$ cat src/rtl/exu_div_ctrl_if.sv
// Request, result and divider-side signals of the EXU divide controller.
// master is the controller's view; slave is the surrounding pipeline/divider view.
interface exu_div_ctrl_if #(
  parameter int unsigned XLEN  = 64,
  parameter int unsigned TAG_W = 5
);
  logic             req_valid;
  logic             req_ready;
  logic [2:0]       req_op;
  logic [XLEN-1:0]  req_src1;
  logic [XLEN-1:0]  req_src2;
  logic [TAG_W-1:0] req_tag;
  logic             flush;
  logic             res_valid;
  logic             res_ready;
  logic [XLEN-1:0]  res_data;
  logic [TAG_W-1:0] res_tag;
  logic             div_valid;
  logic             div_flush;
  logic             div_divw;
  logic [1:0]       div_signed;
  logic [XLEN-1:0]  div_dividend;
  logic [XLEN-1:0]  div_divisor;
  logic             div_ready;
  logic             div_out_valid;
  logic [XLEN-1:0]  div_quotient;
  logic [XLEN-1:0]  div_remainder;

  modport master (
    input  req_valid, req_op, req_src1, req_src2, req_tag, flush, res_ready,
           div_ready, div_out_valid, div_quotient, div_remainder,
    output req_ready, res_valid, res_data, res_tag, div_valid, div_flush, div_divw,
           div_signed, div_dividend, div_divisor
  );

  modport slave (
    output req_valid, req_op, req_src1, req_src2, req_tag, flush, res_ready,
           div_ready, div_out_valid, div_quotient, div_remainder,
    input  req_ready, res_valid, res_data, res_tag, div_valid, div_flush, div_divw,
           div_signed, div_dividend, div_divisor
  );
endinterface

$ cat src/rtl/exu_div_ctrl.sv
// EXU initiator for the iterative divider: RV64M div/rem with local /0 and overflow handling.
// Define EXU_DIV_CTRL_PERF_EN to add the perf_ops / perf_stall counters.
module exu_div_ctrl #(
  parameter int unsigned XLEN  = 64,
  parameter int unsigned TAG_W = 5
) (
  input  logic          clock,
  input  logic          reset,
  exu_div_ctrl_if.master bus
`ifdef EXU_DIV_CTRL_PERF_EN
  ,
  output logic [31:0]   perf_ops,
  output logic [31:0]   perf_stall
`endif
);
  typedef enum logic [1:0] {StIdle, StReq, StWait, StDone} state_e;
  state_e state_q, state_d;

  logic             accept;
  logic             signed_op, rem_op, w_op;
  logic [XLEN-1:0]  src1_ext, src2_ext, min_val;
  logic             div_zero, overflow, special;
  logic [XLEN-1:0]  special_val, div_sel;
  logic             rem_q, w_q, signed_q;
  logic [TAG_W-1:0] tag_q;
  logic [XLEN-1:0]  dividend_q, divisor_q, res_data_q;

  function automatic logic [XLEN-1:0] ext32(input logic sgn, input logic [XLEN-1:0] v);
    return {{(XLEN-32){sgn & v[31]}}, v[31:0]};
  endfunction

  // State register
  always_ff @(posedge clock) begin
    if (reset) state_q <= StIdle;
    else       state_q <= state_d;
  end

  // Next state; flush overrides every transition
  always_comb begin
    state_d = state_q;
    unique case (state_q)
      StIdle:  if (accept) state_d = special ? StDone : StReq;
      StReq:   if (bus.div_ready) state_d = StWait;
      StWait:  if (bus.div_out_valid) state_d = StDone;
      StDone:  if (bus.res_ready) state_d = StIdle;
      default: state_d = StIdle;
    endcase
    if (bus.flush) state_d = StIdle;
  end

  // Handshake outputs
  always_comb begin
    bus.req_ready = (state_q == StIdle) && !bus.flush;
    bus.div_valid = (state_q == StReq) && !bus.flush;
    bus.div_flush = (state_q == StWait) && bus.flush;
    bus.res_valid = (state_q == StDone);
  end

  assign accept = bus.req_valid && bus.req_ready;

  always_comb begin
    signed_op = !bus.req_op[0];
    rem_op    = bus.req_op[1];
    w_op      = bus.req_op[2];
    src1_ext  = w_op ? ext32(signed_op, bus.req_src1) : bus.req_src1;
    src2_ext  = w_op ? ext32(signed_op, bus.req_src2) : bus.req_src2;
    // Most negative value in the op's width, sign-extended to XLEN
    min_val   = w_op ? {{(XLEN-31){1'b1}}, {31{1'b0}}} : {1'b1, {(XLEN-1){1'b0}}};
    div_zero  = (src2_ext == '0);
    overflow  = signed_op && (src1_ext == min_val) && (src2_ext == '1);
    special   = div_zero || overflow;
    if (div_zero) special_val = rem_op ? src1_ext : '1;
    else          special_val = rem_op ? '0 : src1_ext;
    div_sel   = rem_q ? bus.div_remainder : bus.div_quotient;
  end

  always_ff @(posedge clock) begin
    if (reset) begin
      rem_q      <= 1'b0;
      w_q        <= 1'b0;
      signed_q   <= 1'b0;
      tag_q      <= '0;
      dividend_q <= '0;
      divisor_q  <= '0;
      res_data_q <= '0;
    end else begin
      if (accept) begin
        rem_q      <= rem_op;
        w_q        <= w_op;
        signed_q   <= signed_op;
        tag_q      <= bus.req_tag;
        dividend_q <= src1_ext;
        divisor_q  <= src2_ext;
        if (special) res_data_q <= w_op ? ext32(1'b1, special_val) : special_val;
      end
      if ((state_q == StWait) && bus.div_out_valid && !bus.flush) begin
        res_data_q <= w_q ? ext32(1'b1, div_sel) : div_sel;
      end
    end
  end

  assign bus.res_data     = res_data_q;
  assign bus.res_tag      = tag_q;
  assign bus.div_divw     = w_q;
  assign bus.div_signed   = {2{signed_q}};
  assign bus.div_dividend = dividend_q;
  assign bus.div_divisor  = divisor_q;

`ifdef EXU_DIV_CTRL_PERF_EN
  logic [31:0] perf_ops_q, perf_stall_q;

  always_ff @(posedge clock) begin
    if (reset) begin
      perf_ops_q   <= '0;
      perf_stall_q <= '0;
    end else begin
      if (bus.res_valid && bus.res_ready) perf_ops_q <= perf_ops_q + 32'd1;
      if ((state_q == StReq) || (state_q == StWait)) perf_stall_q <= perf_stall_q + 32'd1;
    end
  end

  assign perf_ops   = perf_ops_q;
  assign perf_stall = perf_stall_q;
`endif
endmodule

$ cat src/flat_wrapper.sv
// flat-port wrapper written by rule: the top's interface ports become plain ports
module exu_div_ctrl_flat 
#(
  parameter int unsigned XLEN  = 64,
  parameter int unsigned TAG_W = 5
)
  (clock, reset, bus_req_valid, bus_req_op, bus_req_src1, bus_req_src2, bus_req_tag, bus_flush, bus_res_ready, bus_div_ready, bus_div_out_valid, bus_div_quotient, bus_div_remainder, bus_req_ready, bus_res_valid, bus_res_data, bus_res_tag, bus_div_valid, bus_div_flush, bus_div_divw, bus_div_signed, bus_div_dividend, bus_div_divisor);
  exu_div_ctrl_if #(.XLEN(XLEN), .TAG_W(TAG_W)) bus_i ();
  input  logic clock;
  input  logic reset;
  input wire logic [$bits(bus_i.req_valid)-1:0] bus_req_valid;
  input wire logic [$bits(bus_i.req_op)-1:0] bus_req_op;
  input wire logic [$bits(bus_i.req_src1)-1:0] bus_req_src1;
  input wire logic [$bits(bus_i.req_src2)-1:0] bus_req_src2;
  input wire logic [$bits(bus_i.req_tag)-1:0] bus_req_tag;
  input wire logic [$bits(bus_i.flush)-1:0] bus_flush;
  input wire logic [$bits(bus_i.res_ready)-1:0] bus_res_ready;
  input wire logic [$bits(bus_i.div_ready)-1:0] bus_div_ready;
  input wire logic [$bits(bus_i.div_out_valid)-1:0] bus_div_out_valid;
  input wire logic [$bits(bus_i.div_quotient)-1:0] bus_div_quotient;
  input wire logic [$bits(bus_i.div_remainder)-1:0] bus_div_remainder;
  output wire logic [$bits(bus_i.req_ready)-1:0] bus_req_ready;
  output wire logic [$bits(bus_i.res_valid)-1:0] bus_res_valid;
  output wire logic [$bits(bus_i.res_data)-1:0] bus_res_data;
  output wire logic [$bits(bus_i.res_tag)-1:0] bus_res_tag;
  output wire logic [$bits(bus_i.div_valid)-1:0] bus_div_valid;
  output wire logic [$bits(bus_i.div_flush)-1:0] bus_div_flush;
  output wire logic [$bits(bus_i.div_divw)-1:0] bus_div_divw;
  output wire logic [$bits(bus_i.div_signed)-1:0] bus_div_signed;
  output wire logic [$bits(bus_i.div_dividend)-1:0] bus_div_dividend;
  output wire logic [$bits(bus_i.div_divisor)-1:0] bus_div_divisor;
  assign bus_i.req_valid = bus_req_valid;
  assign bus_i.req_op = bus_req_op;
  assign bus_i.req_src1 = bus_req_src1;
  assign bus_i.req_src2 = bus_req_src2;
  assign bus_i.req_tag = bus_req_tag;
  assign bus_i.flush = bus_flush;
  assign bus_i.res_ready = bus_res_ready;
  assign bus_i.div_ready = bus_div_ready;
  assign bus_i.div_out_valid = bus_div_out_valid;
  assign bus_i.div_quotient = bus_div_quotient;
  assign bus_i.div_remainder = bus_div_remainder;
  assign bus_req_ready = bus_i.req_ready;
  assign bus_res_valid = bus_i.res_valid;
  assign bus_res_data = bus_i.res_data;
  assign bus_res_tag = bus_i.res_tag;
  assign bus_div_valid = bus_i.div_valid;
  assign bus_div_flush = bus_i.div_flush;
  assign bus_div_divw = bus_i.div_divw;
  assign bus_div_signed = bus_i.div_signed;
  assign bus_div_dividend = bus_i.div_dividend;
  assign bus_div_divisor = bus_i.div_divisor;
  exu_div_ctrl #(.XLEN(XLEN), .TAG_W(TAG_W)) u_core (.clock(clock), .reset(reset), .bus(bus_i));
endmodule
$ cat config.mk
export PLATFORM = sky130hd
export DESIGN_NAME = exu_div_ctrl_flat
export DESIGN_NICKNAME = d
export VERILOG_FILES = /design/src/rtl/exu_div_ctrl_if.sv /design/src/rtl/exu_div_ctrl.sv /design/src/flat_wrapper.sv
export SDC_FILE = /design/constraint.sdc
export NUM_CORES = 1
export LEC_CHECK = 0
export ABC_AREA = 1
export BUFFER_PORTS_ARGS = -buffer_cell sky130_fd_sc_hd__buf_4
export CELL_PAD_IN_SITES_DETAIL_PLACEMENT = 0
export CELL_PAD_IN_SITES_GLOBAL_PLACEMENT = 2
export CORE_ASPECT_RATIO = 1.4
export CORE_MARGIN = 10
export CORE_UTILIZATION = 21
export DETAILED_ROUTE_END_ITERATION = 7
export PLACE_DENSITY = 0.76
export SLEW_MARGIN = 10
export SYNTH_ARGS = -nofsm -noshare
export SYNTH_HDL_FRONTEND = slang
export SYNTH_SLANG_ARGS = --single-unit
$ cat constraint.sdc
create_clock -name clock -period 2.2 [get_ports clock]
set_clock_uncertainty 0.15 [all_clocks]
set_input_delay 0.44 -clock clock [delete_from_list [all_inputs] [get_ports clock]]
set_output_delay 0.44 -clock clock [all_outputs]
set_load 0.03 [all_outputs]
# == After elaboration in Yosys (flattened, before gate mapping) ==
# Cells that the tools add are included.
# word_totals
regBits,202
in_bits,271
out_inout_bits,204
wordCells,55
# op_classes
n_eq_ne,9
mux,18
bitwise,2
reduce_logical,18
# op_table
op,n
64-bit 2-to-1 mux,11
64-bit equality test,1
"64-bit equality test, second input constant",1
64-bit logical NOT,1
63-bit 2-to-1 mux,1
2-bit 2-to-1 mux,5
1-bit logical AND,8
2-bit one-hot mux with 4 select lines,1
"2-bit != test, second input constant",3
"2-bit equality test, second input constant",2
4-bit AND reduction,1
2-bit nonzero test,2
1-bit AND,2
"2-bit by 1-bit equality test with 1-bit output, second input constant",1
1-bit logical NOT,2
2-bit logical NOT,1
"2-bit by 1-bit != test with 1-bit output, second input constant",1
2-bit AND reduction,1
2-bit OR reduction,1
1-bit logical OR,1

# == Logic depth before layout (Yosys ltp) ==
# Gate-level depths: netlist of the first run.
# logic_depth
depth_word,10
mapped_depth,17
depth_no_buf,14

# == Worst setup path after synthesis of the first run ==
# Ideal clock, no wire load.
# synth_timing
path_kind,reg2reg
from,reg u_core.state_q[0]
to,"reg u_core.dividend_q[32], in the netlist u_core.bus.div_dividend[32]"
setup_ns,0.137
arrival_ns,2.230
t_required_ns,1.913
path_slack_ns,-0.316
stages_incl_launch_ff,11
n_path_buf,3
path_cell_list,dfxtp_1 -> inv_1 -> ha_1 -> inv_1 -> nor2_1 -> nand2_1 -> inv_1 -> clkbuf_1 -> clkbuf_1 -> clkbuf_1 -> a31oi_1
# synth_via
elab_chain_len,3
# synth_lines
item,line,rtl
start: declaration,exu_div_ctrl.sv:17,"state_e state_q, state_d;"
start signal: assignment,exu_div_ctrl.sv:34,if (reset) state_q <= StIdle;
start signal: assignment,exu_div_ctrl.sv:35,else state_q <= state_d;
2-bit logical NOT,exu_div_ctrl.sv:53,bus.req_ready = (state_q == StIdle) && !bus.flush;
1-bit logical AND,exu_div_ctrl.sv:53,
net bus_req_ready,flat_wrapper.sv:22,output wire logic [$bits(bus_i.req_ready)-1:0] bus_req_ready;
1-bit logical AND,exu_div_ctrl.sv:59,assign accept = bus.req_valid && bus.req_ready;
end signal: assignment,exu_div_ctrl.sv:92,dividend_q <= src1_ext;
end: declaration,exu_div_ctrl.sv:26,"logic [XLEN-1:0] dividend_q, divisor_q, res_data_q;"
# The timed path passes the listed nets, and every way through them passes these cells.
# A chain may end at the register's enable or synchronous reset.

# == Final worst setup path of the first run ==
# layout_timing
from,reg u_core.state_q[1]
to,out bus_req_ready
# layout_via
elab_chain_len,2
# layout_lines
item,line
2-bit logical NOT,exu_div_ctrl.sv:53
1-bit logical AND,exu_div_ctrl.sv:53
end: declaration,flat_wrapper.sv:22
# Every way passes these cells.

==> results.py, run 1 <==
metrics = {
    "run_status": {
        "status": "complete, no violations",
    },
    "sta": {
        "tightest_slew_ns": 0.7270,
        "relSlewSlack": 0.5153,
        "min_period_over_period": 0.9609,
        "setup_slack_ns": 0.08594,
        "hold_viol_final": 0,
        "period_minus_slack_ns": 2.114,
        "setup-violations-final": 0,
        "max_freq_mhz": 473.0,
        "maxSlewViolCount": 0,
    },
    "finish": {
        "syn_to_final_growth_pct": 58.08,
        "num-fill-cells": 5680,
        "final_cell_area_sq_mm": 0.01735,
        "drive_above_1_share": 0.3026,
        "layout_common_cells": "696 x nand2_1, 595 x buf_4, 219 x o21ai_0, 200 x dfxtp_1, 167 x a21oi_1",
        "mostFrequentLayoutCell": "nand2_1",
        "nNetsFinal": 2581,
    },
    "placed_design": {
        "dp_slack_ns": -0.5634,
        "io_buffers": 474,
        "gp_congestion": 0.8579,
        "hpwl_microns": 45710,
        "placed_cell_area_sq_mm": 0.01613,
    },
    "setup_path": {
        "critPathKind": "reg -> out",
        "end_kind": "output pin",
        "crit_top_cell": "inv_1",
        "critPathMaxStageDelay_ns": 0.38,
        "cp_max_fo": 4,
        "cp_slowest_cell": "dfxtp_1",
        "path_cells": "inv_1, ha_1, inv_1, nor2_4, buf_4",
        "crit_path_start_kind": "flop",
        "critPathBufInv": 3,
        "critPathArrivalTime_ns": 1.52,
        "critPathRequiredTime_ns": 1.61,
        "cp_top_family": "flip-flops",
    },
    "drt": {
        "first_pass_iters": 5,
        "drtIter0Drc": 786,
        "drc": 0,
        "via_per_inst": 4.504,
        "totalWireLength_microns": 59680,
        "wire_per_inst_microns": 20.02,
        "ant_nets": 0,
        "vias": 13430,
    },
    "logic_synthesis": {
        "seq_area_frac_synth": 0.3685,
        "ys.flop_type": "dfxtp_1",
        "ys_warn_count": 0,
        "synth.distinct_cells": 34,
        "syn_area_sq_mm": 0.01097,
        "synth_async_sr_flop_share": 0,
        "netlist_instances": 1780,
        "ys_ff_latch": 202,
        "avgSynthCellArea_sq_um": 6.165,
        "synth-edff-count": 0,
        "syn-num-nets": 2056,
    },
    "floorplan": {
        "dieArea_sq_mm": 0.06193,
        "num_rows": 99,
        "start_util": 0.2114,
        "fp.dieW_microns": 213.2,
        "coreArea_sq_mm": 0.05190,
        "die_y_microns": 290.5,
        "io_pins": 475,
    },
    "grt": {
        "antenna_found_initial": 6,
        "globalRoute.totalOverflow": 0,
        "grt_pass1_vias": 13420,
        "grt_max_degree": 66,
        "track_usage": 0.1800,
        "grt_pass1_wl_microns": 85370,
    },
    "clock_tree": {
        "root_buffer": "clkbuf_16",
        "cts.htree.levels": 1,
        "worstSkewPairLatency_ns": 0.55,
        "ctsLongestPathBuffers": 3,
        "clkTransAtPathRegs_ns": 0.06,
        "cts.sink_count": 202,
        "cts_buffers": 25,
        "cts_tree": "yes",
    },
    "pwr": {
        "p_per_area_mw_per_mm2": 647.8,
        "peakVddDrop_v": 0.0004790,
        "power.leakage_uw": 0.008711,
        "finalPower_uw": 11240,
    },
    "job": {
        "maxCapViolCount": 0,
    },
    "min_path": {
        "min_path_type": "in -> reg",
    },
}
## cell usage after synthesis (3+ instances only)
master | count | share of area
clkbuf_1 | 99 | 0.034
nand4_1 | 9 | 0.0051
a31oi_1 | 62 | 0.035
inv_1 | 89 | 0.030
buf_1 | 11 | 0.0038
ha_1 | 5 | 0.0057
nand3_1 | 47 | 0.021
buf_2 | 11 | 0.0050
dfxtp_1 | 202 | 0.37
o211ai_1 | 3 | 0.0021
o21ai_0 | 220 | 0.10
buf_4 | 4 | 0.0027
nor3_1 | 3 | 0.0014
buf_8 | 3 | 0.0041
nor2_1 | 111 | 0.038
a21oi_1 | 169 | 0.077
buf_6 | 10 | 0.010
nand2_1 | 701 | 0.24
## cells by family (layout without fill, tap and decap cells)
logic type,count (synthesis),count (layout),synth area share
AO/OA/AOI/OAI,456,456,0.2161
flip-flops,202,202,0.3685
AND/OR/NAND/NOR,885,885,0.3168
adder cells (fa/ha/maj),5,5,0.005701
buffers and inverters,231,771,0.09212
XOR/XNOR,1,1,0.0007982
other,0,5,0
## through the flow
stage / TNS, ns / std cells / util / hold WS [ns]
after global placement: -31.25 / 2919 / 0.3108 / 0.3035
after CTS: 0 / 2967 / 0.3291 / 0.01111
after detailed placement: -32.47 / 2919 / 0.3108 / 0.3081
final: 0 / 2981 / 0.3342 / 0.04768
after global routing: -0.008856 / 2980 / 0.3342 / 0.02233
after floorplan: -0.3637 / 1780 / - / 0.3779
## sequential cells by signal, summed over array words and instances (netlist names)
name,count
u_core.bus.div_divisor,64
u_core.signed_q,1
u_core.state_q,2
u_core.bus.div_divw,1
u_core.bus.div_dividend,64
u_core.bus.res_tag,5
u_core.bus.res_data,64
u_core.rem_q,1
## final cells by class
type                            instances  area (sq um)  share of cell area
Multi-Input combinational cell       1347          5984              0.3450
Timing Repair Buffer                  636          5220              0.3009
Sequential cell                       202          4046              0.2332
Tap cell                              656         820.8             0.04731
Clock buffer                           31         668.1             0.03851
Inverter                               92         365.4             0.02106
Clock inverter                         11         221.5             0.01277
Antenna cell                            5         12.51           0.0007212
Timing Repair inverter                  1         8.758           0.0005049
## repair_timing
action / CTS / global route
gates resized for setup: 0 / 24
hold buffers: 6 / 0
buffers inserted: 0 / 2
setup endpoints to repair: 0 / 126
endpoints found under the hold margin: 6 / 0
## worst min-delay path: cells and delay by family
kind            cells  cell delay, ns
buf+inv             2            0.14
compound gates      1            0.11
## final timing paths
kind / end / depth (start not counted) / slack, ns / start
max: bus_req_ready / 5 / 0.09 / u_core.state_q[1]$_SDFFE_PP0P_
min reg2reg: u_core.bus.res_data[25]$_SDFFE_PP0P_ / 2 / 0.31 / u_core.bus.res_data[25]$_SDFFE_PP0P_
max reg2reg: u_core.bus.res_data[29]$_SDFFE_PP0P_ / 11 / 0.16 / u_core.state_q[1]$_SDFFE_PP0P_
min: u_core.bus.div_dividend[17]$_SDFFE_PP0P_ / 3 / 0.05 / bus_req_src1[17]
## power by group
| group | internal (uW) | switching [uW] | total, uW |
|---|---|---|---|
| logic | 1090 | 1560 | 2640 |
| clock network | 2850 | 1760 | 4610 |
| registers | 3860 | 121 | 3980 |
| total | 7800 | 3440 | 11200 |
## per-layer routing
metal  global-route usage  vias up  share of wire
met5                    0        -        0.00030
met3              0.04640       71          0.071
li1                     -     6815              -
met2               0.3359      387           0.52
met4              0.05562        2          0.027
met1               0.1912     6150           0.38
(Power assumes the default switching activity.)
==> inputs of run 2 (changes only) <==
==> constraint.sdc (replaced) <==
create_clock -name clock -period 1.9 [get_ports clock]
set_clock_uncertainty 0.15 [all_clocks]
set_input_delay 0.38 -clock clock [delete_from_list [all_inputs] [get_ports clock]]
set_output_delay 0.38 -clock clock [all_outputs]
set_load 0.03 [all_outputs]
==> results.py, run 2 (same netlist as run 1, synthesis figures left out) <==
metrics = {
    "sta": {
        "rsz0062_at_grt": "true",
        "setup_slack_ns": -0.1812,
        "finalSetupTns_ns": -5.584,
        "period_minus_slack_ns": 2.081,
        "relSlewSlack": 0.6501,
        "max_freq_mhz": 480.5,
        "min_period_over_period": 1.095,
        "hold_viol_final": 0,
        "maxSlewViolCount": 0,
        "tightest_slew_ns": 0.5248,
        "setup-violations-final": 78,
        "whs_ns": 0.03287,
    },
    "pwr": {
        "pwr-share-comb": 0.289,
        "p_clk_frac": 0.369,
        "swShare": 0.3198,
        "power.leakage_uw": 0.009864,
        "internal-power_uw": 9251,
        "peakVddDrop_v": 0.0005572,
        "power_frac_seq": 0.342,
        "p_switching_uw": 4350,
        "p_per_area_mw_per_mm2": 667.7,
        "finalPower_uw": 13600,
    },
    "placed_design": {
        "io_buffers": 474,
        "placed_cell_area_sq_mm": 0.01656,
        "gp_congestion": 0.8544,
        "hpwl_microns": 47030,
    },
    "drt": {
        "via_per_inst": 4.600,
        "ant_nets": 0,
        "totalWireLength_microns": 65050,
        "drc": 0,
        "first_pass_iters": 5,
        "drtIter0Drc": 723,
        "wire_per_inst_microns": 20.88,
        "vias": 14330,
    },
    "finish": {
        "num-fill-cells": 5504,
        "syn_to_final_growth_pct": 85.61,
        "final_cell_area_sq_mm": 0.02037,
        "mostFrequentLayoutCell": "buf_4",
        "regArea_sq_mm": 0.004048,
        "final_util": 0.3925,
        "drive_above_1_share": 0.4380,
        "multi_input_area_sq_mm": 0.007077,
        "diodes": 0,
        "nNetsFinal": 2718,
        "layout_common_cells": "630 x buf_4, 598 x nand2_1, 199 x dfxtp_1, 110 x a21oi_1",
    },
    "grt": {
        "grt_pass1_vias": 14190,
        "antenna_found_initial": 6,
        "grt_pass1_wl_microns": 90730,
        "track_usage": 0.1928,
        "globalRoute.totalOverflow": 0,
        "grt_max_degree": 65,
    },
    "clock_tree": {
        "cts.sink_count": 202,
        "root_buffer": "clkbuf_16",
        "cts_buffers": 25,
        "ctsLongestPathBuffers": 3,
        "cts.htree.levels": 1,
        "clkTransAtPathRegs_ns": 0.06,
        "worstSkewPairLatency_ns": 0.54,
        "cts_tree": "yes",
    },
    "run_status": {
        "failed_checks": "setup timing",
        "status": "finished, violations left",
    },
    "min_path": {
        "min_path_type": "in -> reg",
    },
    "setup_path": {
        "critPathKind": "reg -> out",
        "end_kind": "output pin",
        "critPathArrivalTime_ns": 1.55,
        "critPathRequiredTime_ns": 1.37,
        "crit_path_start_kind": "flop",
        "cp_max_fo": 2,
    },
    "floorplan": {
        "die_y_microns": 290.5,
        "io_pins": 475,
        "dieArea_sq_mm": 0.06193,
        "fp.dieW_microns": 213.2,
        "coreArea_sq_mm": 0.05190,
        "num_rows": 99,
        "start_util": 0.2114,
    },
    "job": {
        "maxCapViolCount": 0,
    },
}
run 2: changes by cell type in the layout (fill, tap and decap cells not counted), moves of 27 or more:
cell,previous run,this run
o21ai_2,0,85
a21oi_2,2,59
a21oi_1,167,110
buf_4,595,630
nand2_4,1,30
buf_6,4,31
nand2_1,696,598
o21ai_1,1,28
nand2_2,6,73
o21ai_0,219,103
run 2: critical path: stages, from the launching register on:
cell	delay (ns)
dfxtp_2	0.33
buf_6	0.12
inv_4	0.06
ha_4	0.15
inv_4	0.03
nor2_4	0.09
buf_6	0.10
buf_6	0.12
run 2: what timing repair did:
action	in CTS	in global routing
endpoints found under the setup margin	192	197
pin swaps	21	54
cloned	20	19
hold endpoints to repair	32	0
hold buffers	31	0
setup buffers	30	15
gates resized for setup	232	293
run 2: routing by layer:
| metal | up-vias | global-route usage | part of all wire |
|---|---|---|---|
| met5 | - | 0 | 0.0010 |
| met4 | 10 | 0.07104 | 0.035 |
| met3 | 90 | 0.04953 | 0.067 |
| met2 | 417 | 0.3532 | 0.53 |
| met1 | 6691 | 0.2061 | 0.37 |
| li1 | 7121 | - | - |
run 2: power groups by stage:
stage	combinational (uW)	sequential [uW]	clock [uW]
2_1_floorplan	1080	5110	0
3_3_place_gp	3180	4690	0
3_5_place_dp	3180	4700	0
4_1_cts	3640	4630	5180
5_1_grt	4220	4680	5310
6_report	3930	4650	5020
run 2: area by class of cell:
type,instances,area share
Timing Repair inverter,2,0.001351
Clock buffer,34,0.03434
Sequential cell,202,0.1987
Multi-Input combinational cell,1347,0.3474
Tap cell,656,0.04029
Inverter,92,0.01910
Clock inverter,10,0.006634
Timing Repair Buffer,772,0.3522
run 2: path summary, 6_finish.rpt:
kind / start / endpoint / cells past startpoint / slack, ns
setup / recovery: u_core.state_q[1]$_SDFFE_PP0P_ / bus_req_ready / 7 / -0.18
hold / removal: bus_req_src2[42] / u_core.bus.div_divisor[42]$_SDFFE_PP0P_ / 3 / 0.03
setup reg to reg: u_core.state_q[1]$_SDFFE_PP0P_ / u_core.bus.res_data[42]$_SDFFE_PP0P_ / 13 / -0.15
hold reg to reg: u_core.bus.div_divisor[16]$_SDFFE_PP0P_ / u_core.bus.div_divisor[16]$_SDFFE_PP0P_ / 2 / 0.32
run 2: metrics by stage:
| step | std cells | setup WS (ns) |
|---|---|---|
| 2_1_floorplan | 1780 | -0.1374 |
| 3_3_place_gp | 2964 | -0.7910 |
| 3_5_place_dp | 2964 | -0.8460 |
| 4_1_cts | 3089 | -0.1980 |
| 5_1_grt | 3115 | -0.2585 |
| 6_report | 3115 | -0.1812 |
==> inputs of run 3 (changes only) <==
--- a/config.mk
+++ b/config.mk
@@ -7,13 +7,13 @@
 export LEC_CHECK = 0
 export ABC_AREA = 1
 export BUFFER_PORTS_ARGS = -buffer_cell sky130_fd_sc_hd__buf_4
-export CELL_PAD_IN_SITES_DETAIL_PLACEMENT = 0
-export CELL_PAD_IN_SITES_GLOBAL_PLACEMENT = 2
+export CELL_PAD_IN_SITES_DETAIL_PLACEMENT = 1
+export CELL_PAD_IN_SITES_GLOBAL_PLACEMENT = 1
 export CORE_ASPECT_RATIO = 1.4
 export CORE_MARGIN = 10
-export CORE_UTILIZATION = 21
+export CORE_UTILIZATION = 25
 export DETAILED_ROUTE_END_ITERATION = 7
-export PLACE_DENSITY = 0.76
+export PLACE_DENSITY = 0.69
 export SLEW_MARGIN = 10
 export SYNTH_ARGS = -nofsm -noshare
 export SYNTH_HDL_FRONTEND = slang
==> results.py, run 3 (same netlist as run 1, synthesis figures left out) <==
metrics = {
    "setup_path": {
        "cp_max_fo": 12,
        "rr_startpoint": "u_core.state_q[1]$_SDFFE_PP0P_",
        "critPathRequiredTime_ns": 2.14,
        "cp-startpoint": "u_core.state_q[1]$_SDFFE_PP0P_",
        "crit_path_start_kind": "flop",
        "end_kind": "flop",
        "critPathArrivalTime_ns": 2.29,
        "critPathKind": "reg -> reg",
    },
    "sta": {
        "maxSlewViolCount": 0,
        "period_minus_slack_ns": 2.053,
        "setup_slack_ns": -0.1531,
        "relSlewSlack": 0.7144,
        "tightest_slew_ns": 0.4284,
        "rsz0062_at_grt": "true",
        "max_freq_mhz": 487.1,
        "min_period_over_period": 1.081,
        "setup-violations-final": 89,
        "hold_viol_final": 0,
    },
    "grt": {
        "track_usage": 0.2218,
        "grt_pass1_vias": 15290,
        "antenna_found_initial": 6,
        "grt_pass1_wl_microns": 91300,
        "globalRoute.totalOverflow": 0,
        "grt_max_degree": 75,
    },
    "job": {
        "maxCapViolCount": 0,
    },
    "run_status": {
        "status": "finished, violations left",
        "failed_checks": "setup timing",
    },
    "clock_tree": {
        "ctsLongestPathBuffers": 3,
        "cts_tree": "yes",
        "clkTransAtPathRegs_ns": 0.06,
        "worstSkewPairLatency_ns": 0.52,
        "cts_buffers": 23,
        "cts.htree.levels": 1,
        "root_buffer": "clkbuf_16",
        "cts.sink_count": 202,
    },
    "drt": {
        "via_per_inst": 4.840,
        "wire_per_inst_microns": 20.93,
        "route.met2.wl_microns": 32700,
        "vias": 14240,
        "drtIter0Drc": 596,
        "first_pass_iters": 5,
        "met1_length_microns": 22480,
        "ant_nets": 0,
        "totalWireLength_microns": 61600,
        "highest_layer": "met5",
        "wl_met3_microns": 3899,
        "drc": 0,
    },
    "pwr": {
        "swShare": 0.3142,
        "peakVddDrop_v": 0.0004571,
        "p_per_area_mw_per_mm2": 692.0,
        "p_clk_frac": 0.379,
        "p_switching_uw": 4010,
        "internal-power_uw": 8751,
        "pwr-share-comb": 0.260,
        "power.leakage_uw": 0.009269,
        "power_frac_seq": 0.361,
    },
    "floorplan": {
        "dieArea_sq_mm": 0.05280,
        "die_y_microns": 267.9,
        "fp.dieW_microns": 197.1,
        "io_pins": 475,
        "start_util": 0.2538,
        "num_rows": 90,
        "coreArea_sq_mm": 0.04324,
    },
    "finish": {
        "mostFrequentLayoutCell": "nand2_1",
        "nNetsFinal": 2649,
        "drive_above_1_share": 0.3396,
        "layout_common_cells": "683 x nand2_1, 612 x buf_4, 199 x dfxtp_1, 191 x o21ai_0, 152 x a21oi_1",
        "syn_to_final_growth_pct": 68.03,
        "final_util": 0.4264,
    },
    "min_path": {
        "min_path_type": "in -> reg",
        "worstHoldStart": "bus_req_src1[12]",
    },
    "placed_design": {
        "io_buffers": 474,
        "dp_slack_ns": -0.7650,
        "gp_congestion": 0.8696,
        "hpwl_microns": 45960,
    },
}
-- run 3: power by group through the flow --
stage          Sequential, uW  Combinational (uW)  Clock, uW
2_1_floorplan            5110                1080          0
3_3_place_gp             4690                3070          0
3_5_place_dp             4700                3130          0
4_1_cts                  4610                3320       4950
5_1_grt                  4640                3600       5130
6_report                 4610                3320       4830
-- run 3: final timing paths --
| path | endpoint | depth (start not counted) | slack [ns] |
|---|---|---|---|
| worst max-delay path | u_core.bus.res_data[22]$_SDFFE_PP0P_ | 11 | -0.15 |
| worst min-delay path | u_core.bus.div_dividend[12]$_SDFFE_PP0P_ | 3 | 0.02 |
| worst min register to register | u_core.bus.div_divisor[25]$_SDFFE_PP0P_ | 2 | 0.32 |
| worst max register to register | u_core.bus.res_data[22]$_SDFFE_PP0P_ | 11 | -0.15 |
-- run 3: timing repair --
action | 4_1_cts | 5_1_grt
hold endpoints to repair | 24 | 0
pin swaps | 12 | 13
gates resized for setup | 114 | 43
setup buffers | 13 | 4
hold buffers | 24 | 0
cloned | 19 | 2
setup endpoints to repair | 159 | 166
-- run 3: cell type report --
cell class / count / area (sq um)
multi-input combinational: 1348 / 6294
clock buffer: 29 / 628.1
inverter: 92 / 376.6
timing repair buffer: 703 / 6210
fill: 5567 / 24800
tap: 552 / 690.7
timing repair inverter: 3 / 28.78
clock inverter: 11 / 157.7
antenna: 3 / 7.507
sequential: 202 / 4048
-- run 3: routing by layer --
layer / vias to the layer above / global-route usage
li1: 6957 / -
met1: 6791 / 0.2286
met2: 388 / 0.4181
met3: 101 / 0.05246
met4: 6 / 0.09373
met5: - / 0
-- run 3: worst max-delay path: stages, from the launching register on --
cell	delay, ns
dfxtp_2	0.34
buf_4	0.10
ha_2	0.18
inv_2	0.05
nor3_4	0.26
buf_6	0.23
buf_12	0.16
a21oi_1	0.05
nand2_1	0.12
nand2_1	0.10
nand2_1	0.09
a21oi_1	0.07
-- run 3: per-stage QoR --
step / instances / hold slack, ns / setup TNS (ns) / total power, uW / instance area [sq um]
final: 2943 / 0.01558 / -7.104 / 12760 / 18440
after global routing: 2943 / 0.007598 / -23.58 / 13370 / 18440
after CTS: 2936 / 0.001189 / -8.272 / 12880 / 18220
after detailed placement: 2840 / 0.3076 / -52.05 / 7829 / 16250
after global placement: 2840 / 0.3022 / -46.97 / 7766 / 16250
after floorplan: 1780 / 0.3200 / -8.511 / 6196 / 11080
